===== src/rtl/ifetch_stage_if.sv =====
// Instruction-memory request/response bus between the fetch stage (master)
// and the instruction memory (slave).
interface ifetch_stage_if;
    logic        imem_req;
    logic [31:0] imem_addr;
    logic        imem_rvalid;
    logic [31:0] imem_rdata;

    modport master (
        output imem_req,
        output imem_addr,
        input  imem_rvalid,
        input  imem_rdata
    );

    modport slave (
        input  imem_req,
        input  imem_addr,
        output imem_rvalid,
        output imem_rdata
    );
endinterface


===== src/rtl/ifetch_stage.sv =====
// Instruction fetch stage: drives the next PC and the memory request, and holds
// one output slot plus a one-entry skid buffer toward decode.
module ifetch_stage #(
    parameter logic [31:0] RESET_VECTOR = 32'h0000_0000,
    parameter logic [31:0] NOP_INSTR    = 32'h0000_0013
) (
    input  logic                  clk,
    input  logic                  reset,
    input  logic [31:0]           pc,
    output logic [31:0]           pcNext,
    ifetch_stage_if.master        imem,
    input  logic                  redirect,
    input  logic [31:0]           redirect_pc,
    input  logic                  id_ready,
    output logic                  if_valid,
    output logic [31:0]           if_instr,
    output logic [31:0]           if_pc,
    output logic                  if_misaligned
);

    typedef enum logic [1:0] {S_REQ, S_FULL, S_DROP, S_TRAP} state_t;

    state_t      state;
    logic [31:0] skid_instr;
    logic [31:0] skid_pc;
    logic [31:0] drop_addr;

    logic        slot_free;
    logic        pc_misaligned;
    logic        fetch_hit;
    logic        req_c;
    logic [31:0] addr_c;
    logic [31:0] next_c;

    assign slot_free     = !if_valid || id_ready;
    assign pc_misaligned = (pc[1:0] != 2'b00);
    assign fetch_hit     = (state == S_REQ) && !pc_misaligned && imem.imem_rvalid;

    // Request and next-PC are combinational so a zero-wait memory can deliver
    // one instruction per cycle; reset forces them off without waiting for a clock.
    always_comb begin
        req_c  = 1'b0;
        addr_c = pc;
        next_c = pc;
        unique case (state)
            S_REQ: begin
                req_c = !pc_misaligned;
                if (fetch_hit)
                    next_c = pc + 32'd4;
            end
            S_DROP: begin
                req_c  = 1'b1;
                addr_c = drop_addr;
            end
            S_FULL, S_TRAP: ;
        endcase
        if (redirect)
            next_c = redirect_pc;
        if (!reset) begin
            req_c  = 1'b0;
            next_c = RESET_VECTOR;
        end
    end

    assign imem.imem_req  = req_c;
    assign imem.imem_addr = addr_c;
    assign pcNext         = next_c;

    // The FULL state doubles as the skid-valid flag: the skid holds data exactly
    // while the FSM sits in FULL.
    always_ff @(posedge clk or negedge reset) begin
        if (!reset) begin
            state         <= S_REQ;
            if_valid      <= 1'b0;
            if_misaligned <= 1'b0;
            if_instr      <= NOP_INSTR;
            if_pc         <= 32'd0;
            skid_instr    <= NOP_INSTR;
            skid_pc       <= 32'd0;
            drop_addr     <= 32'd0;
        end else if (redirect) begin
            if_valid      <= 1'b0;
            if_misaligned <= 1'b0;
            if_instr      <= NOP_INSTR;
            // An outstanding request must have its late response swallowed in DROP;
            // a response arriving in this very cycle closes it out instead.
            if (state == S_REQ && req_c && !imem.imem_rvalid) begin
                state     <= S_DROP;
                drop_addr <= pc;
            end else if (state == S_DROP && !imem.imem_rvalid) begin
                state <= S_DROP;
            end else begin
                state <= S_REQ;
            end
        end else begin
            if (if_valid && id_ready) begin
                if_valid      <= 1'b0;
                if_misaligned <= 1'b0;
            end
            unique case (state)
                S_REQ: begin
                    if (pc_misaligned) begin
                        if (slot_free) begin
                            if_valid      <= 1'b1;
                            if_instr      <= NOP_INSTR;
                            if_pc         <= pc;
                            if_misaligned <= 1'b1;
                            state         <= S_TRAP;
                        end
                    end else if (fetch_hit) begin
                        if (slot_free) begin
                            if_valid      <= 1'b1;
                            if_instr      <= imem.imem_rdata;
                            if_pc         <= pc;
                            if_misaligned <= 1'b0;
                        end else begin
                            skid_instr <= imem.imem_rdata;
                            skid_pc    <= pc;
                            state      <= S_FULL;
                        end
                    end
                end
                S_FULL: begin
                    if (id_ready) begin
                        if_valid      <= 1'b1;
                        if_instr      <= skid_instr;
                        if_pc         <= skid_pc;
                        if_misaligned <= 1'b0;
                        state         <= S_REQ;
                    end
                end
                S_DROP: begin
                    if (imem.imem_rvalid)
                        state <= S_REQ;
                end
                S_TRAP: ;
            endcase
        end
    end

endmodule


===== src/flat_wrapper.sv =====
// flat-port wrapper written by rule: the top's interface ports become plain ports
module ifetch_stage_flat 
#(
    parameter logic [31:0] RESET_VECTOR = 32'h0000_0000,
    parameter logic [31:0] NOP_INSTR    = 32'h0000_0013
)
  (clk, reset, pc, pcNext, redirect, redirect_pc, id_ready, if_valid, if_instr, if_pc, if_misaligned, imem_imem_req, imem_imem_addr, imem_imem_rvalid, imem_imem_rdata);
  ifetch_stage_if imem_i ();
  input  logic clk;
  input  logic reset;
  input  logic [31:0] pc;
  output logic [31:0] pcNext;
  input  logic redirect;
  input  logic [31:0] redirect_pc;
  input  logic id_ready;
  output logic if_valid;
  output logic [31:0] if_instr;
  output logic [31:0] if_pc;
  output logic if_misaligned;
  output wire logic [$bits(imem_i.imem_req)-1:0] imem_imem_req;
  output wire logic [$bits(imem_i.imem_addr)-1:0] imem_imem_addr;
  input wire logic [$bits(imem_i.imem_rvalid)-1:0] imem_imem_rvalid;
  input wire logic [$bits(imem_i.imem_rdata)-1:0] imem_imem_rdata;
  assign imem_imem_req = imem_i.imem_req;
  assign imem_imem_addr = imem_i.imem_addr;
  assign imem_i.imem_rvalid = imem_imem_rvalid;
  assign imem_i.imem_rdata = imem_imem_rdata;
  ifetch_stage #(.RESET_VECTOR(RESET_VECTOR), .NOP_INSTR(NOP_INSTR)) u_core (.clk(clk), .reset(reset), .pc(pc), .pcNext(pcNext), .imem(imem_i), .redirect(redirect), .redirect_pc(redirect_pc), .id_ready(id_ready), .if_valid(if_valid), .if_instr(if_instr), .if_pc(if_pc), .if_misaligned(if_misaligned));
endmodule

===== config.mk =====
export PLATFORM = sky130hd
export DESIGN_NAME = ifetch_stage_flat
export DESIGN_NICKNAME = d
export VERILOG_FILES = /design/src/rtl/ifetch_stage_if.sv /design/src/rtl/ifetch_stage.sv /design/src/flat_wrapper.sv
export SDC_FILE = /design/constraint.sdc
export NUM_CORES = 1
export LEC_CHECK = 0
export CAP_MARGIN = 30
export CORE_UTILIZATION = 45
export CTS_BUF_LIST = sky130_fd_sc_hd__clkbuf_4
export CTS_CLUSTER_SIZE = 40
export DETAILED_ROUTE_END_ITERATION = 6
export DONT_BUFFER_PORTS = 1
export GPL_ROUTABILITY_DRIVEN = 0
export PLACE_DENSITY = 0.68
export RECOVER_POWER = 25
export SLEW_MARGIN = 25
export SYNTH_ARGS = -nofsm -noshare
export SYNTH_HDL_FRONTEND = slang
export SYNTH_SLANG_ARGS = --single-unit

===== constraint.sdc =====
create_clock -name clk -period 2.7 [get_ports clk]
set_input_delay 0.27 -clock clk [delete_from_list [all_inputs] [get_ports clk]]
set_output_delay 0.27 -clock clk [all_outputs]
set_load 0.005 [all_outputs]

* Word-level counts from Yosys, hierarchy flattened
Cells that the tools add are included.
** Storage, ports and cells
- Flip-flop bits (word level) :: 164
** Operators by class
- Add/sub/neg operators :: 1
- Equal/unequal tests :: 10
- Muxes and demuxes :: 44
- Bitwise logic cells :: 3
- Reduce and logical (&&, ||, !) cells :: 20
** Operators with widths (count)
- 2-to-1 mux 32 bit :: 15
- case mux 32 bit (2 select lines) :: 2
- adder 32 x 3 -> 32 bit, second input constant :: 1
- 2-to-1 mux 2 bit :: 9
- 2-to-1 mux 1 bit :: 14
- AND reduction 4 bit :: 2
- logical AND 1 bit :: 6
- != test 3 bit, second input constant :: 2
- case mux 1 bit (2 select lines) :: 3
- case mux 2 bit (3 select lines) :: 1
- AND reduction 6 bit :: 1
- AND reduction 5 bit :: 1
- != test 4 x 2 -> 1 bit, second input constant :: 1
- != test 4 x 3 -> 1 bit, second input constant :: 1
- != test 4 bit, second input constant :: 1
- nonzero test 2 bit :: 2
- nonzero test 4 bit :: 1
- zero test 1 bit :: 3
- != test 3 x 1 -> 1 bit, second input constant :: 1
- != test 3 x 2 -> 1 bit, second input constant :: 1
- inverter 1 bit :: 3
- nonzero test 3 bit :: 1
- equality test 2 x 1 -> 1 bit, second input constant :: 1
- equality test 2 bit, second input constant :: 1
- 4 further kinds :: 4

* Logic depth before layout (Yosys ltp)
- Depth after elaboration :: 8
- Gate-level depth with buffers :: 10
- Depth with buffers taken out :: 7

* Worst setup path before layout
No wires, ideal clock.
- Path type :: register to output
- From :: reg u_core.state[0]
- To :: out pcNext[31]
- Data arrival time :: 1.888 ns
- Data required time :: 2.430 ns
- Path slack :: 0.542 ns
- Stages on the path, launching flop included :: 8
- Buffers on the path :: 0
- Path through :: dfrtp_1 -> inv_1 -> ha_1 -> nand4bb_4 -> nor4_2 -> nand2_1 -> or4_1 -> a31oi_1
** On the way
- Longest elaborated chain between the ends :: 7
** Ends and longest elaborated chain
- start, declared :: line ifetch_stage.sv:23 : state_t state;
- start signal, assigned :: line ifetch_stage.sv:73 : state <= S_REQ;
- start signal, assigned :: line ifetch_stage.sv:88 : state <= S_DROP;
- start signal, assigned :: line ifetch_stage.sv:91 : state <= S_DROP;
- zero test 2 bit * :: line ifetch_stage.sv:37, ifetch_stage.sv:45
- logical AND 1 bit (2 in series) :: line ifetch_stage.sv:37 : assign fetch_hit = (state == S_REQ) && !pc_misaligned && imem.imem_rvalid;
- 2-to-1 mux 32 bit :: line ifetch_stage.sv:48 : if (fetch_hit)
- 2-to-1 mux 32 bit * :: line ifetch_stage.sv:45 : unique case (state)
- 2-to-1 mux 32 bit * :: line ifetch_stage.sv:57 : if (redirect)
- 2-to-1 mux 32 bit * :: line ifetch_stage.sv:59 : if (!reset) begin
- end, declared :: line flat_wrapper.sv:12 : output logic [31:0] pcNext;
Mark *: on every way between the ends. The rest lies on a longest branch, timed or not.

* Worst setup path in the final report
- From :: reg u_core.state[1]
- To :: out pcNext[31]
Same word-level chain as after synthesis.

==> reports/metrics.cfg <==
[detailed_routing]
wl_per_cell_um = 20.1
top_layer_used = met4
drc = 0
first_pass_iters = 5
met3_wirelength_um = 1590
ant_nets = 0
vias = 6582
wl_met2_um = 10900
vias_per_cell = 5.77
met1_length_um = 10000
initialDrtViolationCount = 427
wl_um = 23000

[sta]
fmax_mhz = 367
setup_ws_ns = -0.0245
slew_violations = 0
final.period_utilization_pct = 101
period_needed_ns = 2.72
worst_pin_slew_ns = 0.648
fin_setup_tns_ns = -0.0245
fin_hold_ws_ns = -0.638
rsz0062_at_grt = true
finalClockSkew_ns = 0.0295
setup_viol = 1
relSlewSlack_pct = 56.8
hold_viol = 164

[worst_setup_path]
worstPathArrival_ns = 2.45
crit_path_max_fanout = 6
startpoint_type = flip-flop
crit_type = reg2out
end_kind = output pin
cp_data_required_time_ns = 2.43

[min_path]
hold_path_class = in2async

[power_and_ir_drop]
p_leak_nw = 4.32
irDropWorstVdd_v = 0.000372
p_switching_mw = 3.09
p_comb_share_pct = 33.9
clkPwrFrac_pct = 19.3
pwr-share-seq_pct = 46.8
swShare_pct = 37.0
intPower_mw = 5.26
power_mw = 8.35
power_density_nw_per_um2 = 830

[synth]
synth_most_common_cell = dfrtp_1
avgSynthCellArea_um2 = 10.1
synth-seq-cells = 164
synth_ff_type = dfrtp_1
synth_top_area_share_pct = 46.3
synth_common_cells = dfrtp_1, nand2_1, mux2_2
synth_edf_count = 0
async_flop_share_pct = 100
syn-num-nets = 950
synth_top_area_cell = dfrtp_1
synthTopCellsByArea = dfrtp_1, mux2_2, o21ai_0
ys_seq_area_share_pct = 48.2
ys_types = 46
ys_warn_count = 0
synth_area_um2 = 8540
syn_inst = 845

[clocking]
hold_buffers = 71
path_clk_slew_ns = 0.16
clockRootBuffer = clkbuf_4
htreeDepth = 4
clock_sinks = 164
clk_path_buf_depth = 2
cts_tree = yes
cts-buffers-inserted = 17
clk_latency_ns = 0.58

[grt]
antenna_found_initial = 1
grt_pass1_vias = 6472
grt_max_degree = 202
grt_pass1_wl_um = 35700
grt-ovfl-total = 0
grt_use_total_pct = 23.7

[placed_design]
io_buffers = 0
placed_area_um2 = 8730
place_hpwl_um = 14100
dp_slack_ns = 0.177

[floorplanning]
rows = 50
dieArea_um2 = 19500
start_util_pct = 45.8
core_area_um2 = 18600
num_io_pins = 232
die_y_um = 140
die_w_um = 140

[run_status]
status = complete, but fails checks
failed_checks = negative hold slack, negative setup slack

[cells_and_area]
area_growth_pct = 17.8
final_area_um2 = 10100
num-nets-final = 997
drive_gt1_share_pct = 25.0

[flow_run]
drv_cap = 0

metrics by stage:
stage / hold slack, ns / cells / util, %
2_1_floorplan: -0.0256 / 845 / -
3_5_place_dp: -0.0228 / 1021 / 46.8
5_1_grt: -0.710 / 1140 / 54.0
6_report: -0.638 / 1140 / 54.0
3_3_place_gp: -0.0229 / 1021 / 46.8
4_1_cts: -0.701 / 1130 / 53.0
area by class of cell:
class	instances	area [um2]
clock inverters	14	181
fillers	1602	8580
clock buffers	18	135
inverters	10	37.5
repair buffers	99	1000
well taps	234	293
flip-flops and latches	164	4110
multi-input cells	600	4300
diodes	1	2.50
what timing repair did:
action / in CTS / in global routing
resized for setup: 11 / 22
buffers inserted: 5 / 9
hold endpoints to repair: 325 / 164
cloned: 1 / 0
setup endpoints to repair: 25 / 21
pin swaps: 6 / 19
cell families after synthesis:
family	count (synthesis)	share of synthesized area, %
AND/OR/NAND/NOR	243	13.4
AO/OA/AOI/OAI	179	12.1
flip-flops	164	48.2
multiplexers	151	19.4
buffers and inverters	82	4.07
XOR/XNOR	22	2.26
adder cells (fa/ha/maj)	4	0.586
power groups by stage:
stage	logic [mW]	clock network [mW]	registers, mW
after floorplan	2.11	0	3.74
after global placement	2.51	0	3.92
after detailed placement	2.57	0	3.96
after CTS	2.79	1.67	3.90
after global routing	3.15	1.75	4.01
final	2.83	1.61	3.91
worst paths after layout:
path,startpoint,endpoint,slack (ns),cells past startpoint
max,u_core.state[1],pcNext[31],-0.02,7
min,reset,u_core.skid_instr[23],-0.64,0
max reg2reg,u_core.state[1],u_core.if_instr[21],0.11,11
min reg2reg,u_core.skid_pc[29],u_core.skid_pc[29],0.50,2
max in group asynchronous,reset,u_core.drop_addr[31],3.00,0
min in group clk,imem_imem_rdata[4],u_core.if_instr[4],0.05,4
cell usage in the layout (no fill, tap or decap), drive strengths merged, types with 2 or more instances in the layout:
cell type,instances
bufinv,2
nor2,41
inv,20
o21ai,108
nor2b,10
xnor2,10
ha,4
nand2,132
nor3b,2
and2,3
mux2i,35
o31ai,4
a31oi,6
or3,3
nor4,5
nand4,13
nand2b,2
a211oi,2
nand3,15
dfstp,6
clkbuf,18
o211a,5
dlygate4sd3,70
dfrtp,158
xor2,12
nor3,11
a21oi,20
o211ai,30
mux2,116
buf,29
or4,2
registers in the layout, indices dropped and copies added (netlist names):
register / flops
u_core.drop_addr: 32
u_core.if_valid: 1
u_core.if_instr: 32
u_core.if_pc: 32
u_core.state: 2
u_core.skid_instr: 32
u_core.if_misaligned: 1
u_core.skid_pc: 32
critical path, stage by stage, from the launching register on:
cell       delay (ns)
dfrtp_1          0.44
inv_2            0.10
ha_4             0.19
nand4bb_4        0.13
nor4_4           0.21
nand2_1          0.13
or4_4            0.51
a31oi_4          0.20
routing by layer:
| layer | track usage, % | up-vias |
|---|---|---|
| li1 | - | 3056 |
| met1 | 31.0 | 3263 |
| met2 | 38.1 | 228 |
| met3 | 6.33 | 35 |
| met4 | 7.75 | 0 |
| met5 | 0 | - |
Power figures use the tool's default switching activity.
